--- src/rtl/bpu_predictor_pkg.sv ---
// Shared types and defaults for the branch predictor: counter encodings,
// redirect pulse levels and default geometry.
package bpu_predictor_pkg;

  typedef enum logic [1:0] {
    CNT_SNT = 2'b00,
    CNT_WNT = 2'b01,
    CNT_WT  = 2'b10,
    CNT_ST  = 2'b11
  } bpu_cnt_e;

  localparam logic        BRANCH_ENABLE  = 1'b1;
  localparam logic        BRANCH_DISABLE = 1'b0;
  localparam int          BPU_ENTRIES    = 16;
  localparam logic [31:0] BPU_RESET_PC   = 32'h8000_0000;

endpackage

--- src/rtl/bpu_predictor_if.sv ---
// Fetch-lookup, resolve-update and redirect signals between the pipeline
// (master) and the branch predictor (slave).
interface bpu_predictor_if #(
  parameter int XLEN = 32
);

  logic            fetch_valid_i;
  logic [XLEN-1:0] fetch_pc_i;
  logic            pred_taken_o;
  logic [XLEN-1:0] pred_npc_o;

  logic            resolve_valid_i;
  logic [XLEN-1:0] resolve_pc_i;
  logic            resolve_uncond_i;
  logic            resolve_taken_i;
  logic [XLEN-1:0] resolve_target_i;
  logic            resolve_pred_taken_i;
  logic [XLEN-1:0] resolve_pred_npc_i;

  logic            redirect_o;
  logic [XLEN-1:0] redirect_pc_o;
  logic [31:0]     mispred_cnt_o;

  modport master (
    output fetch_valid_i, fetch_pc_i,
    output resolve_valid_i, resolve_pc_i, resolve_uncond_i, resolve_taken_i,
    output resolve_target_i, resolve_pred_taken_i, resolve_pred_npc_i,
    input  pred_taken_o, pred_npc_o, redirect_o, redirect_pc_o, mispred_cnt_o
  );

  modport slave (
    input  fetch_valid_i, fetch_pc_i,
    input  resolve_valid_i, resolve_pc_i, resolve_uncond_i, resolve_taken_i,
    input  resolve_target_i, resolve_pred_taken_i, resolve_pred_npc_i,
    output pred_taken_o, pred_npc_o, redirect_o, redirect_pc_o, mispred_cnt_o
  );

endinterface

--- src/rtl/bpu_sat_cnt2.sv ---
// Next-state function of a 2-bit saturating branch counter; force_st pins it
// to strongly-taken (unconditional jumps) regardless of the current state.
module bpu_sat_cnt2
  import bpu_predictor_pkg::*;
(
  input  bpu_cnt_e cnt,
  input  logic     taken,
  input  logic     force_st,
  output bpu_cnt_e cnt_nxt
);

  always_comb begin
    cnt_nxt = cnt;
    if (force_st) begin
      cnt_nxt = CNT_ST;
    end else if (taken) begin
      case (cnt)
        CNT_SNT: cnt_nxt = CNT_WNT;
        CNT_WNT: cnt_nxt = CNT_WT;
        default: cnt_nxt = CNT_ST;
      endcase
    end else begin
      case (cnt)
        CNT_ST:  cnt_nxt = CNT_WT;
        CNT_WT:  cnt_nxt = CNT_WNT;
        default: cnt_nxt = CNT_SNT;
      endcase
    end
  end

endmodule

--- src/rtl/bpu_predictor.sv ---
// Direct-mapped BTB with 2-bit counters: zero-latency next-PC prediction at
// fetch, training from resolved branches, and a registered one-cycle redirect.
module bpu_predictor
  import bpu_predictor_pkg::*;
#(
  parameter int              XLEN     = 32,
  parameter int              ENTRIES  = BPU_ENTRIES,
  parameter logic [XLEN-1:0] RESET_PC = XLEN'(BPU_RESET_PC)
) (
  input logic             clk,
  input logic             rst,
  bpu_predictor_if.slave  bus
);

  localparam int IDX_W = $clog2(ENTRIES);
  localparam int TAG_W = XLEN - IDX_W - 2;

  logic [ENTRIES-1:0] valid_q;
  logic [TAG_W-1:0]   tag_q    [ENTRIES];
  logic [XLEN-1:0]    target_q [ENTRIES];
  bpu_cnt_e           cnt_q    [ENTRIES];

  logic            redirect_q;
  logic [XLEN-1:0] redirect_pc_q;
  logic [31:0]     mispred_cnt_q;

  // Fetch-side lookup reads the pre-update table contents.
  logic [IDX_W-1:0] f_idx;
  logic [TAG_W-1:0] f_tag;
  logic             f_hit;
  logic             f_taken;

  assign f_idx   = bus.fetch_pc_i[IDX_W+1:2];
  assign f_tag   = bus.fetch_pc_i[XLEN-1:IDX_W+2];
  assign f_hit   = bus.fetch_valid_i && valid_q[f_idx] && (tag_q[f_idx] == f_tag);
  assign f_taken = !rst && f_hit && (cnt_q[f_idx] inside {CNT_WT, CNT_ST});

  assign bus.pred_taken_o = f_taken;
  assign bus.pred_npc_o   = rst     ? RESET_PC :
                            f_taken ? target_q[f_idx] : bus.fetch_pc_i + XLEN'(4);

  logic [IDX_W-1:0] r_idx;
  logic [TAG_W-1:0] r_tag;
  logic             r_hit;
  logic             r_alloc;
  logic [XLEN-1:0]  correct_npc;
  logic             mispredict;
  bpu_cnt_e         cnt_nxt;

  assign r_idx       = bus.resolve_pc_i[IDX_W+1:2];
  assign r_tag       = bus.resolve_pc_i[XLEN-1:IDX_W+2];
  assign r_hit       = valid_q[r_idx] && (tag_q[r_idx] == r_tag);
  assign r_alloc     = !r_hit && bus.resolve_taken_i;
  assign correct_npc = bus.resolve_taken_i ? bus.resolve_target_i
                                           : bus.resolve_pc_i + XLEN'(4);
  assign mispredict  = (bus.resolve_pred_taken_i != bus.resolve_taken_i) ||
                       (correct_npc != bus.resolve_pred_npc_i);

  bpu_sat_cnt2 u_sat_cnt2 (
    .cnt      (cnt_q[r_idx]),
    .taken    (bus.resolve_taken_i),
    .force_st (bus.resolve_uncond_i),
    .cnt_nxt  (cnt_nxt)
  );

  always_ff @(posedge clk) begin
    if (rst) begin
      valid_q       <= '0;
      for (int i = 0; i < ENTRIES; i++) cnt_q[i] <= CNT_WNT;
      redirect_q    <= BRANCH_DISABLE;
      redirect_pc_q <= RESET_PC;
      mispred_cnt_q <= '0;
    end else begin
      redirect_q <= BRANCH_DISABLE;
      if (bus.resolve_valid_i) begin
        if (r_hit) begin
          cnt_q[r_idx] <= cnt_nxt;
        end else if (r_alloc) begin
          valid_q[r_idx] <= 1'b1;
          cnt_q[r_idx]   <= bus.resolve_uncond_i ? CNT_ST : CNT_WT;
        end
        // redirect_pc holds its last value between mispredicts.
        if (mispredict) begin
          redirect_q    <= BRANCH_ENABLE;
          redirect_pc_q <= correct_npc;
          mispred_cnt_q <= mispred_cnt_q + 32'd1;
        end
      end
    end
  end

  // Tags and targets are qualified by valid_q, so they need no reset.
  always_ff @(posedge clk) begin
    if (!rst && bus.resolve_valid_i && bus.resolve_taken_i) begin
      target_q[r_idx] <= bus.resolve_target_i;
      if (r_alloc) tag_q[r_idx] <= r_tag;
    end
  end

  assign bus.redirect_o    = redirect_q;
  assign bus.redirect_pc_o = redirect_pc_q;
  assign bus.mispred_cnt_o = mispred_cnt_q;

endmodule

--- src/flat_wrapper.sv ---
// flat-port wrapper written by rule: the top's interface ports become plain ports
module bpu_predictor_flat import bpu_predictor_pkg::*;
#(
  parameter int              XLEN     = 32,
  parameter int              ENTRIES  = BPU_ENTRIES,
  parameter logic [XLEN-1:0] RESET_PC = XLEN'(BPU_RESET_PC)
)
  (clk, rst, bus_fetch_valid_i, bus_fetch_pc_i, bus_resolve_valid_i, bus_resolve_pc_i, bus_resolve_uncond_i, bus_resolve_taken_i, bus_resolve_target_i, bus_resolve_pred_taken_i, bus_resolve_pred_npc_i, bus_pred_taken_o, bus_pred_npc_o, bus_redirect_o, bus_redirect_pc_o, bus_mispred_cnt_o);
  bpu_predictor_if #(.XLEN(XLEN)) bus_i ();
  input logic clk;
  input logic rst;
  input wire logic [$bits(bus_i.fetch_valid_i)-1:0] bus_fetch_valid_i;
  input wire logic [$bits(bus_i.fetch_pc_i)-1:0] bus_fetch_pc_i;
  input wire logic [$bits(bus_i.resolve_valid_i)-1:0] bus_resolve_valid_i;
  input wire logic [$bits(bus_i.resolve_pc_i)-1:0] bus_resolve_pc_i;
  input wire logic [$bits(bus_i.resolve_uncond_i)-1:0] bus_resolve_uncond_i;
  input wire logic [$bits(bus_i.resolve_taken_i)-1:0] bus_resolve_taken_i;
  input wire logic [$bits(bus_i.resolve_target_i)-1:0] bus_resolve_target_i;
  input wire logic [$bits(bus_i.resolve_pred_taken_i)-1:0] bus_resolve_pred_taken_i;
  input wire logic [$bits(bus_i.resolve_pred_npc_i)-1:0] bus_resolve_pred_npc_i;
  output wire logic [$bits(bus_i.pred_taken_o)-1:0] bus_pred_taken_o;
  output wire logic [$bits(bus_i.pred_npc_o)-1:0] bus_pred_npc_o;
  output wire logic [$bits(bus_i.redirect_o)-1:0] bus_redirect_o;
  output wire logic [$bits(bus_i.redirect_pc_o)-1:0] bus_redirect_pc_o;
  output wire logic [$bits(bus_i.mispred_cnt_o)-1:0] bus_mispred_cnt_o;
  assign bus_i.fetch_valid_i = bus_fetch_valid_i;
  assign bus_i.fetch_pc_i = bus_fetch_pc_i;
  assign bus_i.resolve_valid_i = bus_resolve_valid_i;
  assign bus_i.resolve_pc_i = bus_resolve_pc_i;
  assign bus_i.resolve_uncond_i = bus_resolve_uncond_i;
  assign bus_i.resolve_taken_i = bus_resolve_taken_i;
  assign bus_i.resolve_target_i = bus_resolve_target_i;
  assign bus_i.resolve_pred_taken_i = bus_resolve_pred_taken_i;
  assign bus_i.resolve_pred_npc_i = bus_resolve_pred_npc_i;
  assign bus_pred_taken_o = bus_i.pred_taken_o;
  assign bus_pred_npc_o = bus_i.pred_npc_o;
  assign bus_redirect_o = bus_i.redirect_o;
  assign bus_redirect_pc_o = bus_i.redirect_pc_o;
  assign bus_mispred_cnt_o = bus_i.mispred_cnt_o;
  bpu_predictor #(.XLEN(XLEN), .ENTRIES(ENTRIES), .RESET_PC(RESET_PC)) u_core (.clk(clk), .rst(rst), .bus(bus_i));
endmodule
--- config.mk ---
export PLATFORM = sky130hd
export DESIGN_NAME = bpu_predictor_flat
export DESIGN_NICKNAME = d
export VERILOG_FILES = /design/src/rtl/bpu_predictor_pkg.sv /design/src/rtl/bpu_predictor_if.sv /design/src/rtl/bpu_sat_cnt2.sv /design/src/rtl/bpu_predictor.sv /design/src/flat_wrapper.sv
export SDC_FILE = /design/constraint.sdc
export NUM_CORES = 1
export LEC_CHECK = 0
export CAP_MARGIN = 0
export CORE_MARGIN = 1
export CORE_UTILIZATION = 50
export CTS_CLUSTER_DIAMETER = 80
export DETAILED_ROUTE_END_ITERATION = 8
export HOLD_SLACK_MARGIN = 0.03
export PLACE_DENSITY = 0.67
export SLEW_MARGIN = 15
export SYNTH_ARGS = -nofsm -noshare
export SYNTH_HDL_FRONTEND = slang
export SYNTH_SLANG_ARGS = --single-unit
export TNS_END_PERCENT = 20
--- constraint.sdc ---
create_clock -name clk -period 9.4 [get_ports clk]
set_clock_uncertainty 0.05 [all_clocks]
set_input_delay 1.41 -clock clk [delete_from_list [all_inputs] [get_ports clk]]
set_output_delay 1.41 -clock clk [all_outputs]
set_load 0.02 [all_outputs]
Word level (Yosys, flattened, before mapping)
Memory sizes are Yosys's and may differ from the RTL's.
Index checks and enable logic that the tools add are counted.
- memories kept: 3
- output and inout bits: 98
- bits in registers: 81
- input bits: 135
- logic and storage cells: 78
- bits in writable memories: 960
- equal/unequal tests: 9
- reduce and logical (&&, ||, !) cells: 18
- bitwise logic cells: 4
- muxes and demuxes: 34
- $add $sub $neg: 3
- order comparisons: 3
- memories (name ; words ; bits a word ; rd ports ; clocked after Yosys merged registers in ; write ports ; RTL line ; RTL):
    u_core.target_q ; 16 ; 32 ; 1 ; 0 ; 1 ; bpu_predictor.sv:20 ; logic [XLEN-1:0] target_q [ENTRIES];
    u_core.tag_q ; 16 ; 26 ; 2 ; 0 ; 1 ; bpu_predictor.sv:19 ; logic [TAG_W-1:0] tag_q [ENTRIES];
    u_core.cnt_q ; 16 ; 2 ; 2 ; 0 ; 16 ; bpu_predictor.sv:21 ; bpu_cnt_e cnt_q [ENTRIES];
- operators by type and width (cell ; count):
    32-bit two-way mux ; 3
    32-bit by 3-bit adder with 32-bit output (second input constant) ; 2
    26-bit equality test ; 2
    32-bit by 1-bit adder with 32-bit output (second input constant) ; 1
    32-bit inequality test ; 1
    1-bit two-way mux ; 21
    16-bit bitwise OR ; 1
    4-bit by 5-bit less-than comparator with 1-bit output (second input constant) ; 2
    1-bit logical AND ; 9
    1-bit binary-select mux with 4-bit select ; 2
    2-bit equality test (second input constant) ; 4
    2-bit two-way mux ; 4
    2-bit case mux with 2 select lines ; 2
    1-bit demux with 4-bit select ; 1
    4-bit by 1-bit >= comparator with 1-bit output (second input constant) ; 1
    4-bit two-way mux ; 1
    2-bit OR reduction ; 2
    3-bit AND reduction ; 1
    2-bit by 1-bit equality test with 1-bit output (second input constant) ; 1
    1-bit logical NOT ; 2
    2-bit logical NOT ; 1
    1-bit inverter ; 2
    2-bit AND reduction ; 1
    2-bit nonzero test ; 1
    3 further kinds ; 3

Depth between registers and ports, before layout
- depth in word-level cells: 13
- gate-level depth with buffers: 20

Modules after synthesis
Synthesis repeated with hierarchy kept, for this count alone.
- cells, all modules: 2666
- area, all modules: 47187.8 µm²
- by module, submodules not included (module ; times used ; cells each ; area each (µm²)):
    bpu_predictor ; 1 ; 2659 ; 47151.5
    bpu_sat_cnt2 ; 1 ; 7 ; 36.3

Worst setup path before layout
Ideal clock, no wire load.
- path kind: input to register
- from: input port bus_resolve_pc_i[4]
- to: memory u_core.tag_q[4][0] in the netlist's numbering, enable pin
- cell stages on the path: 9
- slack: 2.042 ns
- required time: 8.936 ns
- arrival time: 6.895 ns
- path buffers: 6
- cells stage by stage: clkbuf_1 > buf_2 > buf_1 > clkbuf_1 > clkbuf_1 > buf_1 > nand2_1 > nor3_1 > nor2b_1
- longest elaborated chain between the ends: 8
- ends and longest elaborated chain (item ; RTL line ; RTL):
    start, declared ; flat_wrapper.sv:15 ; input wire logic [$bits(bus_i.resolve_pc_i)-1:0] bus_resolve_pc_i;
    memory 16 x 26 bit / 1-bit binary-select mux with 4-bit select (equally long branches) ; n/a ;
    26-bit equality test / 1-bit two-way mux (equally long branches) ; bpu_predictor.sv:52 ; assign r_hit = valid_q[r_idx] && (tag_q[r_idx] == r_tag);
    1-bit logical AND ; bpu_predictor.sv:52 ;
    1-bit logical NOT ; bpu_predictor.sv:53 ; assign r_alloc = !r_hit && bus.resolve_taken_i;
    1-bit logical AND ; bpu_predictor.sv:53 ;
    1-bit two-way mux ; bpu_predictor.sv:96 ; if (r_alloc) tag_q[r_idx] <= r_tag;
    1-bit two-way mux ; bpu_predictor.sv:94 ; if (!rst && bus.resolve_valid_i && bus.resolve_taken_i) begin
    1-bit two-way mux (not written as such) ; bpu_predictor.sv:96 ;
    end, declared ; bpu_predictor.sv:19 ;
Several ways; a longest one is shown, not always the timed one. The select of a mux whose other input is x is not followed.

Worst setup path after layout
- from: input port bus_fetch_pc_i[2]
- to: output port bus_pred_npc_o[13]
- longest elaborated chain between the ends: 8
- ends and longest elaborated chain (item ; RTL line ; RTL):
    start, declared ; flat_wrapper.sv:13 ; input wire logic [$bits(bus_i.fetch_pc_i)-1:0] bus_fetch_pc_i;
    parallel branches: the longest is 6 deep, another holds memory 16 x 26 bit ; n/a ;
    32-bit two-way mux * ; bpu_predictor.sv:40 ; f_taken ? target_q[f_idx] : bus.fetch_pc_i + XLEN'(4);
    32-bit two-way mux * ; bpu_predictor.sv:39 ; assign bus.pred_npc_o = rst ? RESET_PC :
    end, declared ; flat_wrapper.sv:22 ; output wire logic [$bits(bus_i.pred_npc_o)-1:0] bus_pred_npc_o;
Mark *: on every way between the ends. The select of a mux whose other input is x is not followed.

==> impl_metrics.toml <==
[synth]
synthFlopType = "edfxtp_1"
synth_seq_cells = 1041
synth-compound-area-share_pct = 4.482
netlist_instances = 2807
yosys_warnings = 0
synth_edf_count = 960
yosysTopAreaCell = "edfxtp_1"
synth_top_family_by_area = "multiplexers"
synthTopCellsByArea = "edfxtp_1 60%, mux4_2 18%, dfxtp_1 3.4%"
yosysSeqAreaShare_pct = 63.52
synthMuxAreaShare_pct = 21.00
synth_adder_area_share_pct = 0.1566
synth.avg_cell_area_sq_um = 17.08
synth_area_sq_mm = 0.04793
synth_top_area_share_pct = 60.14
synth-simple-area-share_pct = 6.011
ys_types = 86
synthXorXnorAreaFrac_pct = 2.542
synth_nets = 2948
postSynth.asyncResetShare_pct = 0

[placement]
portBuffers = 232
gp_congestion = 0.9804
hpwlAfterDp_um = 92160
place_ws_ps = 1599

[clocking]
post_cts_buffers = 0
cts_resized = 0
cts_max_path_buffers = 3
htree_levels = 3
clkSinkCount = 1041
cts_root_buf = "clkbuf_16"
worstSkewPairLatency_ps = 720
cts_buffers = 106
cts.hold.buffers_added = 0
cts_tree = "done"
clkTransAtPathRegs_ps = 60

[pwr]
power_frac_comb_pct = 9.0
peakVddDrop_mv = 0.2157
p_sw_share_pct = 23.24
p_per_area_mw_per_mm2 = 184.0
clkPwrFrac_pct = 40.7
pwr-share-seq_pct = 50.3
power_leakage_nw = 17.70
p_int_mw = 7.817
p_sw_mw = 2.367

[floorplan]
die_h_um = 311.6
core-area_sq_mm = 0.09501
rows = 113
ioPinCount = 233
die_w_um = 311.6
dieArea_sq_mm = 0.09711
initial_utilization_pct = 50.45

[routing]
avgViaCountPerCell = 6.774
dr.pass1.iters = 7
ant_nets = 0
via_count = 29894
remaining_drc_errors = 0
finalWirelength_um = 148500
routedWlPerCell_um = 33.65
drt_iter0_drc = 4163

[sta]
worst_slew_pin_slew_ps = 1151
setup_viol = 0
fin_hold_ws_ps = 419.7
max_freq_ghz = 0.1280
setup_slack_ps = 1587
max-slew-margin-rel_pct = 23.01
tns_ps = 0
period_share_pct = 83.11
rsz0062_at_grt = "false"
finalHoldViolCount = 0
slew_violations = 0
post-route-min-period_ps = 7813

[setup_path]
critical_path_arrival_ps = 6350
path_delay_family = "simple AND/OR/NAND/NOR gates"
path_buf_inv = 3
path_common_cell = "mux4_2"
cp-start-kind = "input pin"
critical_path.max_stage_delay_ps = 760
end_kind = "output pin"
worst-path-max-fanout = 64
crit_slowest_cell = "nand3_2"
crit_type = "in2out"
cp_data_required_time_ps = 7940
cp_cell_sequence = "buf_8 > mux4_2 > mux4_2 > xnor2_1 > nand4_1 > nor3_1 > nand3_2 > buf_4 > mux2i_1 > nor2_1 > clkdlybuf4s50_1"

[global_routing]
grt_max_degree = 111
overflow = 0
grt_first_pass_wirelength_um = 211300
grt_antenna_before_repair = 17
grt_usage_pct = 30.49
grt_pass1_vias = 29484

[finish]
fillCellCount = 7084
syn_to_final_growth_pct = 15.48
nets = 3186
drive_gt1_share_pct = 23.47
final_cell_mix = "960 x edfxtp_1, 393 x mux4_2, 222 x clkdlybuf4s50_1, 120 x nor2_1, 107 x clkbuf_16"
final_common_cell = "edfxtp_1"

[flow_run]
cap_viol_max_count = 0

[outcome]
status = "completed"

[worst_hold_path]
hp-class = "reg2reg"
==> tightest hold or removal path: cells and delay by family, from the launching register on <==
family	cells	cell delay (ps)
simple gates	1	50
flops	1	310
compound gates	1	60
==> stage by stage <==
step	instance area [sq um]	cells	power [mW]	utilization, %
after global routing	55350	4410	10.44	58.26
after floorplan	47930	2807	5.729	-
final	55360	4413	10.18	58.26
after global placement	51860	4201	6.113	54.59
after CTS	55330	4401	10.22	58.23
after detailed placement	51880	4202	6.128	54.61
==> cell usage after synthesis (all sizes together) (15+ instances only) <==
cell,n
clkbuf,119
a21oi,68
and3,28
edfxtp,960
o211ai,17
nor3,49
o22ai,15
buf,83
xor2,38
or3,16
inv,35
nand3,68
or4,31
dfxtp,81
nand4,42
nor2,134
mux2,28
o31ai,31
o21ai,69
nand2,96
mux2i,90
a21o,20
xnor2,96
mux4,393
nor4,20
==> power groups by stage <==
stage	registers [mW]	clock network, mW	logic [mW]
after CTS	5.12	4.19	0.913
after global placement	5.22	0	0.897
after global routing	5.12	4.36	0.959
final	5.12	4.14	0.921
after floorplan	5.22	0	0.505
after detailed placement	5.22	0	0.909
==> logic make-up after synthesis <==
kind of cell               count (synthesis)
AOI/OAI and AO/OA                        322
xor gates and xnor gates                 136
adders and majority gates                  6
DFF                                     1041
and+or+nand+nor                          552
muxes                                    511
buffers and inverters                    239
==> registers in the layout, indices dropped and copies added (netlist names) <==
register                  cells
u_core.target_q             512
u_core.valid_q               16
u_core.bus.redirect_pc_o     32
u_core.tag_q                416
u_core.cnt_q                 32
u_core.bus.mispred_cnt_o     32
u_core.bus.redirect_o         1
==> cell type report <==
| type | count | area, sq um | share of cell area (%) |
|---|---|---|---|
| flip-flops and latches | 1041 | 30450 | 55.01 |
| multi-input cells | 1527 | 16610 | 30.00 |
| repair buffers | 332 | 3108 | 5.614 |
| clock buffers | 133 | 2785 | 5.031 |
| well taps | 1265 | 1583 | 2.859 |
| clock inverters | 66 | 656.9 | 1.187 |
| inverters | 37 | 138.9 | 0.2509 |
| diodes | 12 | 30.03 | 0.05425 |
==> routing by layer <==
metal  global-route usage, %  part of all wire, %  up-vias
li1                        -                    -    12034
met1                   41.64                   37    15479
met2                   48.25                   47     2000
met3                   6.808                   12      371
met4                   11.31                  4.0       10
met5                       0                0.042        -
==> worst paths after layout <==
path | start | end | slack [ps] | cells after the start
worst min register to register | u_core.bus.redirect_pc_o[13]$_SDFFE_PP0P_ | u_core.bus.redirect_pc_o[13]$_SDFFE_PP0P_ | 420 | 2
worst min-delay path | u_core.bus.redirect_pc_o[13]$_SDFFE_PP0P_ | u_core.bus.redirect_pc_o[13]$_SDFFE_PP0P_ | 420 | 2
worst max-delay path | bus_fetch_pc_i[2] | bus_pred_npc_o[13] | 1590 | 11
worst max register to register | u_core.tag_q[2][6]$_DFFE_PP_ | u_core.tag_q[14][14]$_DFFE_PP_ | 4850 | 10
Note: power is estimated with default switching activity, not from simulation.
==> variant (same settings) <==
`XLEN` is set to 32 in 3 places; all go to 16.
--- a/src/rtl/bpu_predictor_if.sv
+++ b/src/rtl/bpu_predictor_if.sv
@@ -1,7 +1,7 @@
 // Fetch-lookup, resolve-update and redirect signals between the pipeline
 // (master) and the branch predictor (slave).
 interface bpu_predictor_if #(
-  parameter int XLEN = 32
+  parameter int XLEN = 16
 );
 
   logic            fetch_valid_i;
--- a/src/rtl/bpu_predictor.sv
+++ b/src/rtl/bpu_predictor.sv
@@ -3,7 +3,7 @@
 module bpu_predictor
   import bpu_predictor_pkg::*;
 #(
-  parameter int              XLEN     = 32,
+  parameter int              XLEN     = 16,
   parameter int              ENTRIES  = BPU_ENTRIES,
   parameter logic [XLEN-1:0] RESET_PC = XLEN'(BPU_RESET_PC)
 ) (
--- a/src/flat_wrapper.sv
+++ b/src/flat_wrapper.sv
@@ -1,7 +1,7 @@
 // flat-port wrapper written by rule: the top's interface ports become plain ports
 module bpu_predictor_flat import bpu_predictor_pkg::*;
 #(
-  parameter int              XLEN     = 32,
+  parameter int              XLEN     = 16,
   parameter int              ENTRIES  = BPU_ENTRIES,
   parameter logic [XLEN-1:0] RESET_PC = XLEN'(BPU_RESET_PC)
 )
Interface: changed (6 resized); port bits go from 233 to 137. No check against the original RTL was run, so the function may have changed too.
==> variant against the unedited design <==
Sequential cell count decreased by 528. Setup slack gained 0.70 ns. Combinational power fell by 53%. Area after synthesis shrank 50%. Via count down 49%. Total power decreased by 51%. Largest power group unchanged. Wire length down 56%. Design area decreased by 50%. Register-to-register slack better by 0.44 ns.
==> variant: results (changes against the unedited design) <==
status = completed
synth cell count leaders = edfxtp_1 (448), mux4_2 (148), nand2_1 (86)
area delta synth->final = 15.0%
worst slew pin tran = 1.16 ns (+0.0136 ns)
maximum vdd drop = 0.139 mV (-36%)
vias in the first global route = 14718 (-50%)
Pre-antenna DRT Iters = 6 (-1)
fillers = 3690 (-48%)
syn_nets = 1654 (-44%)
clock network area share = 0.0618 (-0.000404)
Port-buffer cells = 136 (-41%)
CP Launch Point = bus_fetch_pc_i[3]
Psw = 1150 uW (-52%)
multi-input combinational area share = 0.312 (+0.0116)
TritonCTS buffer count = 53 (-50%)
R2R cell count = 8 (-2)
EDFF count, synth = 448 (-53%)
multi-input logic cell count = 911 (-40%)
share of cells above drive strength 1 = 0.195 (-0.0394)
final wirelength = 64.8 mm (-56%)
H-tree level count = 2 (-1)
metal2 WL = 30.6 mm (-57%)
Post-Route M1 WL = 27.0 mm (-51%)
Via density = 6.42 (-5.2%)
DR WL met3 = 5.19 mm (-70%)
nets@finish = 1780 (-44%)
Worst Hold End = u_core.bus.redirect_pc_o[10]
FF+latch area = 14800 sq um (-52%)
NonClk Buf Share = 0.0621 (+0.00595)
Critical Path Fanout Max = 59 (-7.8%)
Clock Power = 2080 uW (-50%)
dpl cells = 2263 (-46%)
Starting DRT DRC Count = 1555 (-63%)
flop-to-flop setup slack = 5.29 ns (+0.44 ns)
hold wc startpoint = u_core.bus.redirect_pc_o[10]
Largest regs = u_core.target_q x256, u_core.tag_q x160
Buffers, non-clock = 187 (-44%)
clock buffers = 65 (-51%)
initial antenna violation count = 1 (-16)
detailed placer's ending HPWL = 40.7 mm (-56%)
grt met3 use = 0.0527 (-0.0153)
grt met2 use = 0.418 (-0.0643)
critical path endpoint = bus_pred_npc_o[8]
Arr. time, crit path = 5.65 ns (-0.70 ns)
hold slack = 0.429 ns (+0.00959 ns)
LEAKAGE = 0.00891 uW (-50%)
Avg Synthesized Cell Area = 15.3 sq um (-10%)
Critical R2R Launch = u_core.tag_q[10][6]
Power Combinational = 433 uW (-53%)
Placed Area = 26000 sq um (-50%)
mapped cell area = 24100 sq um (-50%)
[variant: cell count changes in the layout (fill, tap and decap cells not counted), sizes merged, moves of 25 or more]
cell,before,now
nand4,42,17
clkbuf,133,65
clkdlybuf4s50,222,129
mux4,393,156
clkinv,56,25
edfxtp,960,448
buf,110,58
nor2,134,90
nor3,49,11
o21ai,69,31
xnor2,96,32
[variant: critical path, cell delays in order]
cell and delay, ns:
buf_4 0.68, buf_4 0.80, nand3_1 0.14, o211ai_1 0.13
o21ai_0 0.11, a2111oi_0 0.45, a32o_1 0.25, nand3_2 0.50
a211oi_1 0.42, clkdlybuf4s50_1 0.66
[variant: logic make-up after synthesis]
group | share of synthesized area
xor gates and xnor gates | 0.0200
AOI/OAI and AO/OA | 0.0708
adders and majority gates | 0.00311
DFF | 0.611
buffers and inverters | 0.0322
muxes | 0.176
and+or+nand+nor | 0.0861
